`config.mk`:
```
export PLATFORM = sky130hd
export DESIGN_NAME = uart_tx_arbiter
export DESIGN_NICKNAME = d
export VERILOG_FILES = /design/src/rtl/uart_arb_pkg.sv /design/src/rtl/uart_tx_arbiter_handshake.sv /design/src/rtl/uart_tx_arbiter.sv
export SDC_FILE = /design/constraint.sdc
export NUM_CORES = 1
export LEC_CHECK = 0
export ABC_CLOCK_PERIOD_IN_PS = 2300
export BUFFER_PORTS_ARGS = -buffer_cell sky130_fd_sc_hd__buf_2
export CELL_PAD_IN_SITES_DETAIL_PLACEMENT = 1
export CELL_PAD_IN_SITES_GLOBAL_PLACEMENT = 2
export CORE_ASPECT_RATIO = 0.9
export CORE_MARGIN = 1
export CORE_UTILIZATION = 31
export CTS_BUF_LIST = sky130_fd_sc_hd__clkbuf_8
export CTS_CLUSTER_DIAMETER = 60
export CTS_CLUSTER_SIZE = 28
export DETAILED_ROUTE_END_ITERATION = 8
export MAX_ROUTING_LAYER = met4
export PLACE_DENSITY = 0.81
export SLEW_MARGIN = 20
export SYNTH_ARGS = -nofsm -noshare
export SYNTH_HDL_FRONTEND = slang
export SYNTH_HIERARCHICAL = 1
export SYNTH_SLANG_ARGS = --single-unit
```
`constraint.sdc`:
```
create_clock -name clk -period 2.3 [get_ports clk]
set_input_delay 0.345 -clock clk [delete_from_list [all_inputs] [get_ports clk]]
set_output_delay 0.345 -clock clk [all_outputs]
set_load 0.02 [all_outputs]
```
`src/rtl/uart_arb_pkg.sv`:
```
// uart_arb_pkg: shared types and constants for the two-source UART transmit arbiter.
// Build option: UART_ARB_CKSUM_EN adds the CKSUM state (XOR checksum byte per packet).
package uart_arb_pkg;

  localparam int NUM_SRC             = 2;
  localparam int DEFAULT_TIMEOUT_CYC = 1023;

`ifdef UART_ARB_CKSUM_EN
  typedef enum logic [2:0] {
    IDLE,
    FETCH,
    LOAD,
    WAIT_BUSY,
    WAIT_DONE,
    CKSUM,
    FINISH
  } arb_state_e;
`else
  typedef enum logic [2:0] {
    IDLE,
    FETCH,
    LOAD,
    WAIT_BUSY,
    WAIT_DONE,
    FINISH
  } arb_state_e;
`endif

  // Round-robin pick between the two sources: a lone request wins outright,
  // simultaneous requests go to the source that was not granted last.
  function automatic logic pickSource(input logic [NUM_SRC-1:0] reqVec, input logic lastSrc);
    if (reqVec == 2'b11) begin
      return ~lastSrc;
    end
    return reqVec[1];
  endfunction

endpackage

```
`src/rtl/uart_tx_arbiter_handshake.sv`:
```
// uart_tx_handshake: watches the UART busy line for the arbiter FSM.
// Reports a completed byte on the busy falling edge and a timeout when busy never rises.
module uart_tx_handshake
  import uart_arb_pkg::*;
#(
  parameter int TIMEOUT_CYC = DEFAULT_TIMEOUT_CYC
) (
  input  logic clk,
  input  logic reset,
  input  logic wait_busy_i,
  input  logic wait_done_i,
  input  logic tx_busy_i,
  output logic byte_done_o,
  output logic timeout_o
);

  localparam int               CNT_W    = (TIMEOUT_CYC > 1) ? $clog2(TIMEOUT_CYC) : 1;
  localparam logic [CNT_W-1:0] CNT_LAST = CNT_W'(TIMEOUT_CYC - 1);

  logic [CNT_W-1:0] toCnt_q;
  logic [CNT_W-1:0] toCnt_d;
  logic             busyPrev_q;
  logic             counting;

  assign counting    = wait_busy_i && !tx_busy_i;
  assign timeout_o   = counting && (toCnt_q == CNT_LAST);
  assign byte_done_o = wait_done_i && busyPrev_q && !tx_busy_i;

  // Count cycles spent waiting for busy to rise; any other cycle restarts the count.
  always_comb begin
    toCnt_d = '0;
    if (counting) begin
      toCnt_d = toCnt_q + CNT_W'(1);
    end
  end

  // Timeout counter and one-cycle history of busy for falling-edge detection.
  always_ff @(posedge clk) begin
    if (reset) begin
      toCnt_q    <= '0;
      busyPrev_q <= 1'b0;
    end else begin
      toCnt_q    <= toCnt_d;
      busyPrev_q <= tx_busy_i;
    end
  end

endmodule

```
`src/rtl/uart_tx_arbiter.sv`:
```
// uart_tx_arbiter: grants one of two packet sources, streams its bytes to a UART
// transmitter with a busy handshake, and pulses done per packet.
// Build option: define UART_ARB_CKSUM_EN to append the XOR of all packet bytes.
module uart_tx_arbiter
  import uart_arb_pkg::*;
#(
  parameter int TIMEOUT_CYC = DEFAULT_TIMEOUT_CYC,
  parameter int LEN_W       = 8
) (
  input  logic               clk,
  input  logic               reset,
  input  logic [NUM_SRC-1:0] req,
  input  logic [LEN_W-1:0]   len0,
  input  logic [LEN_W-1:0]   len1,
  output logic [NUM_SRC-1:0] rd_en,
  input  logic [7:0]         rd_data0,
  input  logic [7:0]         rd_data1,
  output logic [NUM_SRC-1:0] grant,
  output logic [NUM_SRC-1:0] done,
  input  logic               tx_busy,
  output logic [7:0]         write_data,
  output logic               write_en,
  output logic               timeout_err
);

  arb_state_e         state_q, state_d, afterByte;
  logic [NUM_SRC-1:0] grant_q, grant_d;
  logic [NUM_SRC-1:0] done_q, done_d;
  logic               writeEn_q, writeEn_d;
  logic               timeoutErr_q, timeoutErr_d;
  logic [7:0]         writeData_q, writeData_d;
  logic [LEN_W-1:0]   byteCnt_q, byteCnt_d;
  logic               lastGrant_q, lastGrant_d;
  logic [7:0]         byteSrc;
  logic               winner;
  logic               byteDone;
  logic               busyTimeout;
  logic               waitBusy;
  logic               waitDone;
`ifdef UART_ARB_CKSUM_EN
  logic [7:0]         cksum_q, cksum_d;
  logic               cksumSent_q, cksumSent_d;
`endif

  assign waitBusy    = (state_q == WAIT_BUSY);
  assign waitDone    = (state_q == WAIT_DONE);
  assign byteSrc     = grant_q[1] ? rd_data1 : rd_data0;
  assign rd_en       = ((state_q == FETCH) && (byteCnt_q != '0)) ? grant_q : '0;
  assign grant       = grant_q;
  assign done        = done_q;
  assign write_en    = writeEn_q;
  assign write_data  = writeData_q;
  assign timeout_err = timeoutErr_q;

  uart_tx_handshake #(
    .TIMEOUT_CYC (TIMEOUT_CYC)
  ) u_handshake (
    .clk         (clk),
    .reset       (reset),
    .wait_busy_i (waitBusy),
    .wait_done_i (waitDone),
    .tx_busy_i   (tx_busy),
    .byte_done_o (byteDone),
    .timeout_o   (busyTimeout)
  );

  // Where to go once a byte has finished (or timed out): more data, checksum, or wrap up.
  always_comb begin
    afterByte = FINISH;
    if (byteCnt_q != '0) begin
      afterByte = FETCH;
    end
`ifdef UART_ARB_CKSUM_EN
    else if (!cksumSent_q) begin
      afterByte = CKSUM;
    end
`endif
  end

  // Next-state and registered-output decode for the packet FSM.
  always_comb begin
    state_d      = state_q;
    grant_d      = grant_q;
    done_d       = '0;
    writeEn_d    = 1'b0;
    timeoutErr_d = 1'b0;
    writeData_d  = writeData_q;
    byteCnt_d    = byteCnt_q;
    lastGrant_d  = lastGrant_q;
    winner       = 1'b0;
`ifdef UART_ARB_CKSUM_EN
    cksum_d      = cksum_q;
    cksumSent_d  = cksumSent_q;
`endif
    case (state_q)
      IDLE: begin
        if (|req) begin
          winner    = pickSource(req, lastGrant_q);
          grant_d   = winner ? 2'b10 : 2'b01;
          byteCnt_d = winner ? len1 : len0;
`ifdef UART_ARB_CKSUM_EN
          cksum_d     = '0;
          cksumSent_d = 1'b0;
`endif
          state_d   = FETCH;
        end
      end
      FETCH: begin
        state_d = (byteCnt_q == '0) ? FINISH : LOAD;
      end
      LOAD: begin
        writeData_d = byteSrc;
        writeEn_d   = 1'b1;
        byteCnt_d   = byteCnt_q - LEN_W'(1);
`ifdef UART_ARB_CKSUM_EN
        cksum_d     = cksum_q ^ byteSrc;
`endif
        state_d     = WAIT_BUSY;
      end
      WAIT_BUSY: begin
        if (tx_busy) begin
          state_d = WAIT_DONE;
        end else if (busyTimeout) begin
          timeoutErr_d = 1'b1;
          state_d      = afterByte;
        end
      end
      WAIT_DONE: begin
        if (byteDone) begin
          state_d = afterByte;
        end
      end
`ifdef UART_ARB_CKSUM_EN
      CKSUM: begin
        writeData_d = cksum_q;
        writeEn_d   = 1'b1;
        cksumSent_d = 1'b1;
        state_d     = WAIT_BUSY;
      end
`endif
      FINISH: begin
        done_d      = grant_q;
        grant_d     = '0;
        lastGrant_d = grant_q[1];
        state_d     = IDLE;
      end
      default: begin
        state_d = IDLE;
      end
    endcase
  end

  // State and output registers; reset abandons any packet in flight.
  always_ff @(posedge clk) begin
    if (reset) begin
      state_q      <= IDLE;
      grant_q      <= '0;
      done_q       <= '0;
      writeEn_q    <= 1'b0;
      timeoutErr_q <= 1'b0;
      writeData_q  <= '0;
      byteCnt_q    <= '0;
      lastGrant_q  <= 1'b1;
`ifdef UART_ARB_CKSUM_EN
      cksum_q      <= '0;
      cksumSent_q  <= 1'b0;
`endif
    end else begin
      state_q      <= state_d;
      grant_q      <= grant_d;
      done_q       <= done_d;
      writeEn_q    <= writeEn_d;
      timeoutErr_q <= timeoutErr_d;
      writeData_q  <= writeData_d;
      byteCnt_q    <= byteCnt_d;
      lastGrant_q  <= lastGrant_d;
`ifdef UART_ARB_CKSUM_EN
      cksum_q      <= cksum_d;
      cksumSent_q  <= cksumSent_d;
`endif
    end
  end

endmodule

```
After elaboration in Yosys (flattened, before gate mapping) --
Cells that the tools add are included.
Word-level totals: register bits after elaboration 37, bits of input ports 37, output and inout port bits 16, logic and storage cells 68
Operators by class: $add $sub $neg 2, eq/ne operators 10, muxes and demuxes 24, bitwise operators 4, reduce and logical (&&, ||, !) cells 18
Operators with widths (count):
- $mux W8 | 3
- $mux W3 | 6
- $pmux W8 S2 | 1
- $pmux W3 S5 | 1
- $add A10 B1 Y10 const B | 1
- $eq A10 B10 Y1 const B | 1
- $mux W1 | 9
- $logic_not A8 Y1 | 1
- $reduce_bool A8 Y1 | 1
- $sub A8 B1 Y8 const B | 1
- $eq A3 B2 Y1 const B | 2
- $eq A3 B3 Y1 const B | 2
- $mux W2 | 3
- $reduce_or A2 Y1 | 3
- $logic_and A1 B1 Y1 | 5
- $ne A2 B2 Y1 const B | 2
- $not A1 Y1 | 4
- $pmux W2 S2 | 1
- $reduce_and A2 Y1 | 2
- $reduce_bool A2 Y1 | 2
- $eq A3 B1 Y1 const B | 1
- $logic_not A3 Y1 | 1
- $ne A3 B3 Y1 const B | 1
- $reduce_and A3 Y1 | 1
- 3 further kinds | 3

Depth between registers and ports, before layout --
word-level depth 10, gate-level depth with buffers 9, mapped depth without buffers 8

Cells and area by module --
Netlist, hierarchy kept.
Modules (own cells, without submodules):
- uart_tx_arbiter | times used 1, cells each 161, area an instance 1357.6 µm², seq. area each 520.5 µm²
- uart_tx_handshake | times used 1, cells each 54, area an instance 479.2 µm², seq. area each 220.2 µm²

Worst setup path after synthesis --
OpenSTA, ideal clock, no wires.
path type flip-flop to output port, start point reg byteCnt_q[2], end point out rd_en[0], data arrival time 1.612 ns, required time 1.955 ns, setup slack 0.343 ns, cell stages (with the launch flop) 5, buffers on the path 0, cells stage by stage dfxtp_1 or4_4 or4b_4 nand2_1 nor3b_1
Between the ends: cells in the longest elaborated chain, start to end 3
RTL lines:
- from (decl) | line uart_tx_arbiter.sv:32 | logic [LEN_W-1:0] byteCnt_q, byteCnt_d;
- from (signal assigned) | line uart_tx_arbiter.sv:175 | byteCnt_q <= byteCnt_d;
- $reduce_bool A8 Y1 | line uart_tx_arbiter.sv:48 | assign rd_en = ((state_q == FETCH) && (byteCnt_q != '0)) ? grant_q : '0;
- $logic_and A1 B1 Y1 | line uart_tx_arbiter.sv:48
- $mux W2 | line uart_tx_arbiter.sv:48
- to (decl) | line uart_tx_arbiter.sv:15 | output logic [NUM_SRC-1:0] rd_en,
No other way between the ends.

Worst setup path after layout --
start point reg byteCnt_q[2], end point out rd_en[1]
Same word-level chain as after synthesis.

==> results by group <==
Timing
  – Crit path time final: 2.31 ns
  – Final setup viols: 2
  – Final hold viol count: 0
  – RSZ-0062 raised after global routing: yes
  – Setup tns final: -0.0220 ns
  – Final worst slack: -0.0117 ns
  – Hold_ws: 0.351 ns
  – Slew @ Worst Pin: 0.787 ns
  – Slew Viols, Final: 0
  – Rel. slew slack: 47.3%
  – Clock Skew: 0.0121 ns
  – Final worst path period share: 101%
  – Highest clock rate: 433 MHz

Setup path
  – Critical path type: reg2out
  – Worst path max stage delay: 0.54 ns
  – Reg-to-Reg Start: byteCnt_q[2]
  – Critical-path cell list: or4_4 > or4b_4 > nand2_4 > nor3b_1 > buf_2
  – Worst Setup End Kind: primary output
  – CP Launch Type: flop
  – Data required, critical path: 1.96 ns
  – CP Data Arrival Time: 1.97 ns
  – Register-to-Register Path Depth: 5
  – Slowest cell on crit path: or4_4
  – Crit path max fanout: 3
  – Worst R2R Setup Slack: 0.25 ns
  – Critical R2R Capture: state_q[0]

Synth
  – Post-synthesis area per instance: 8.54 sq um
  – Cell variety after synth: 41
  – Top_reg_cell synth: dfxtp_1
  – EDFF count, synth: 0
  – Yosys reg bits: 37
  – Cell Area, Synth: 0.00184 sq mm
  – Syn Inst Count: 215
  – Sequential-to-total area share from yosys stat: 40.3%
  – Syn nets: 256
  – Synthesis Warnings: 6
  – Ys async rst share: 0%

CTS
  – Clock transition at path regs: 0.07 ns
  – Htree depth: 2
  – CTS tree: built
  – Root buffer cell: clkbuf_8
  – Worst skew pair latency: 0.30 ns
  – CTS Hold Bufs: 0
  – CTS buffer count: 5
  – CTS Sinks: 37
  – Max Buffers Root-to-Sink: 2

Outcome
  – Outcome: complete, but fails checks
  – Failing checks: setup timing

Global route
  – First-pass GRT wire length: 8.63 mm
  – GRT Util Overall: 18.1%
  – Vias in the first global route: 1766
  – Initial antenna violation count: 0
  – GRT overflow: 0
  – Largest net degree at the start of global routing: 22

Power and ir drop
  – Clk pwr share: 22.2%
  – Power, Total: 2.73 mW
  – Worst vdd ir: 0.000488 V
  – Sequential Power Share: 33.7%
  – Pwr/cell area: 1160 mW/mm^2
  – Combinational Power Share: 44.1%
  – Int Power: 1.66 mW
  – Switch share: 39.3%
  – Net Sw Power: 1.07 mW
  – Lkg Pwr: 0.922 nW

Place
  – Final HPWL DP: 3.74 mm
  – GP Congestion: 0.759
  – Pre-CTS setup slack: 0.187 ns
  – IO buf count: 52

Min path
  – HP Start: len1[1]
  – Hold Crit Depth: 3
  – Min-delay worst type: in2reg
  – Hold EP: byteCnt_q[1]

Route
  – Routed WL: 5.09 mm
  – DR iter-0 viols: 53
  – Via count: 1771
  – Post-route ant nets: 0
  – Router iterations before antenna repair: 4
  – Drc violations: 0
  – Vias per inst: 5.13
  – Routed wire length per instance: 14.7 microns

Floorplanning
  – Site Rows: 26
  – Total die area: 0.00624 sq mm
  – Ports: 53
  – Height of the die: 75.0 microns
  – Die X: 83.1 microns
  – Core area: 0.00569 sq mm
  – Starting Density: 32.3%

Finish
  – Area growth syn-to-layout: 28.3%
  – Fin util: 41.4%
  – Net count, final: 315
  – Fraction of layout cells with a size suffix above 1: 32.0%
  – Ant diodes: 0

Flow run
  – Max-cap violations: 0
[stage by stage]
step	std cells	area, sq um
2_1_floorplan	215	1840
3_3_place_gp	334	2200
3_5_place_dp	334	2200
4_1_cts	345	2360
5_1_grt	345	2360
6_report	345	2360
[worst max path at each step]
stage / start / slack, ns / cells after the start / endpoint
after floorplan: byteCnt_q[2] / 0.34 / 4 / rd_en[0]
after global routing: byteCnt_q[2] / -0.08 / 5 / rd_en[1]
after CTS: byteCnt_q[2] / -0.01 / 5 / rd_en[1]
final: byteCnt_q[2] / -0.01 / 5 / rd_en[1]
after global placement: byteCnt_q[3] / 0.21 / 5 / rd_en[1]
after detailed placement: byteCnt_q[3] / 0.19 / 5 / rd_en[1]
[synthesized netlist by cell type (3+ instances only)]
library cell	number	area (sq um)
o21ai_0	7	35.0
clkbuf_1	9	33.8
nor3b_1	6	45.0
dfxtp_1	37	741
mux2i_1	10	100
nand4_1	3	18.8
inv_1	8	30.0
nor2_1	28	105
nor2b_1	4	25.0
ha_1	4	50.1
a21oi_1	14	70.1
mux2_2	5	56.3
or3_1	3	18.8
nand3_1	7	35.0
a211oi_1	10	75.1
nor3_1	4	20.0
o31ai_1	4	30.0
xnor2_1	3	26.3
nand2_1	15	56.3
nor4_1	3	18.8
a31oi_1	3	18.8
[cell type report]
class                      instances  area, sq um
fill                             682         3340
timing repair buffer              62          335
sequential                        37          743
clock inverter                     2         37.5
clock buffer                       6         82.6
inverter                           8         30.0
tap                               70         87.6
multi-input combinational        160         1040
[routing by layer]
metal,track usage [%],vias up,routed length [microns]
li1,-,900,-
met1,23.8,826,2570
met2,27.8,36,2240
met3,3.84,9,196
met4,6.70,0,85
met5,-,-,0
[critical path, delay by kind of cell (launching register included)]
kind | cells | cell delay [ns]
buf+inv | 1 | 0.15
flops | 1 | 0.32
simple gates | 4 | 1.21
[power by group through the flow]
stage	logic, mW	registers (mW)	clock network, mW
after global routing	1.33	0.955	0.650
after floorplan	0.720	0.960	0
after detailed placement	1.11	0.933	0
final	1.21	0.921	0.608
after CTS	1.21	0.924	0.618
after global placement	1.09	0.926	0
[timing repair]
action,CTS,global route
buffers inserted,3,0
gates resized for setup,3,1
pin swaps,2,0
endpoints found under the setup margin,2,2
[logic make-up after synthesis]
| group | synth area share [%] |
|---|---|
| AND/OR/NAND/NOR | 25.2 |
| AO/OA/AOI/OAI | 17.6 |
| flip-flops | 40.3 |
| buffers and inverters | 3.68 |
| multiplexers | 8.51 |
| XOR/XNOR | 1.91 |
| adder cells (fa/ha/maj) | 2.72 |
[layout by cell type, fill, tap and decap left out, types with 2 or more instances in the layout]
cell type  netlist  layout
and3_1           2       2
nand3_1          7       7
or4_1            2       2
nand2b_1         2       2
dfxtp_2          0       2
nor2b_1          4       4
a31oi_1          3       3
a211oi_1        10      10
xnor2_1          3       3
clkbuf_8         0       6
ha_1             4       4
dfxtp_1         37      35
nor3b_1          6       5
nor2_1          28      28
buf_4            0      10
a21oi_1         14      14
nor4_1           3       3
a32oi_1          2       2
inv_1            8       8
o32ai_1          2       2
nand3_2          2       2
o31ai_1          4       4
nand2_1         15      14
mux2i_1         10      10
buf_2            0      52
or3_1            3       3
o21ai_0          7       7
o211ai_1         2       2
nor3_1           4       4
nand4_1          3       3
mux2_2           5       5
and2_1           2       2
[flip-flops by register name, summed over array words and instances, names as in the netlist]
signal                  flops
byteCnt_q                   8
done                        2
grant                       2
lastGrant_q                 1
state_q                     3
timeout_err                 1
u_handshake/busyPrev_q      1
u_handshake/toCnt_q        10
write_data                  8
write_en                    1
(Power assumes the default switching activity.)
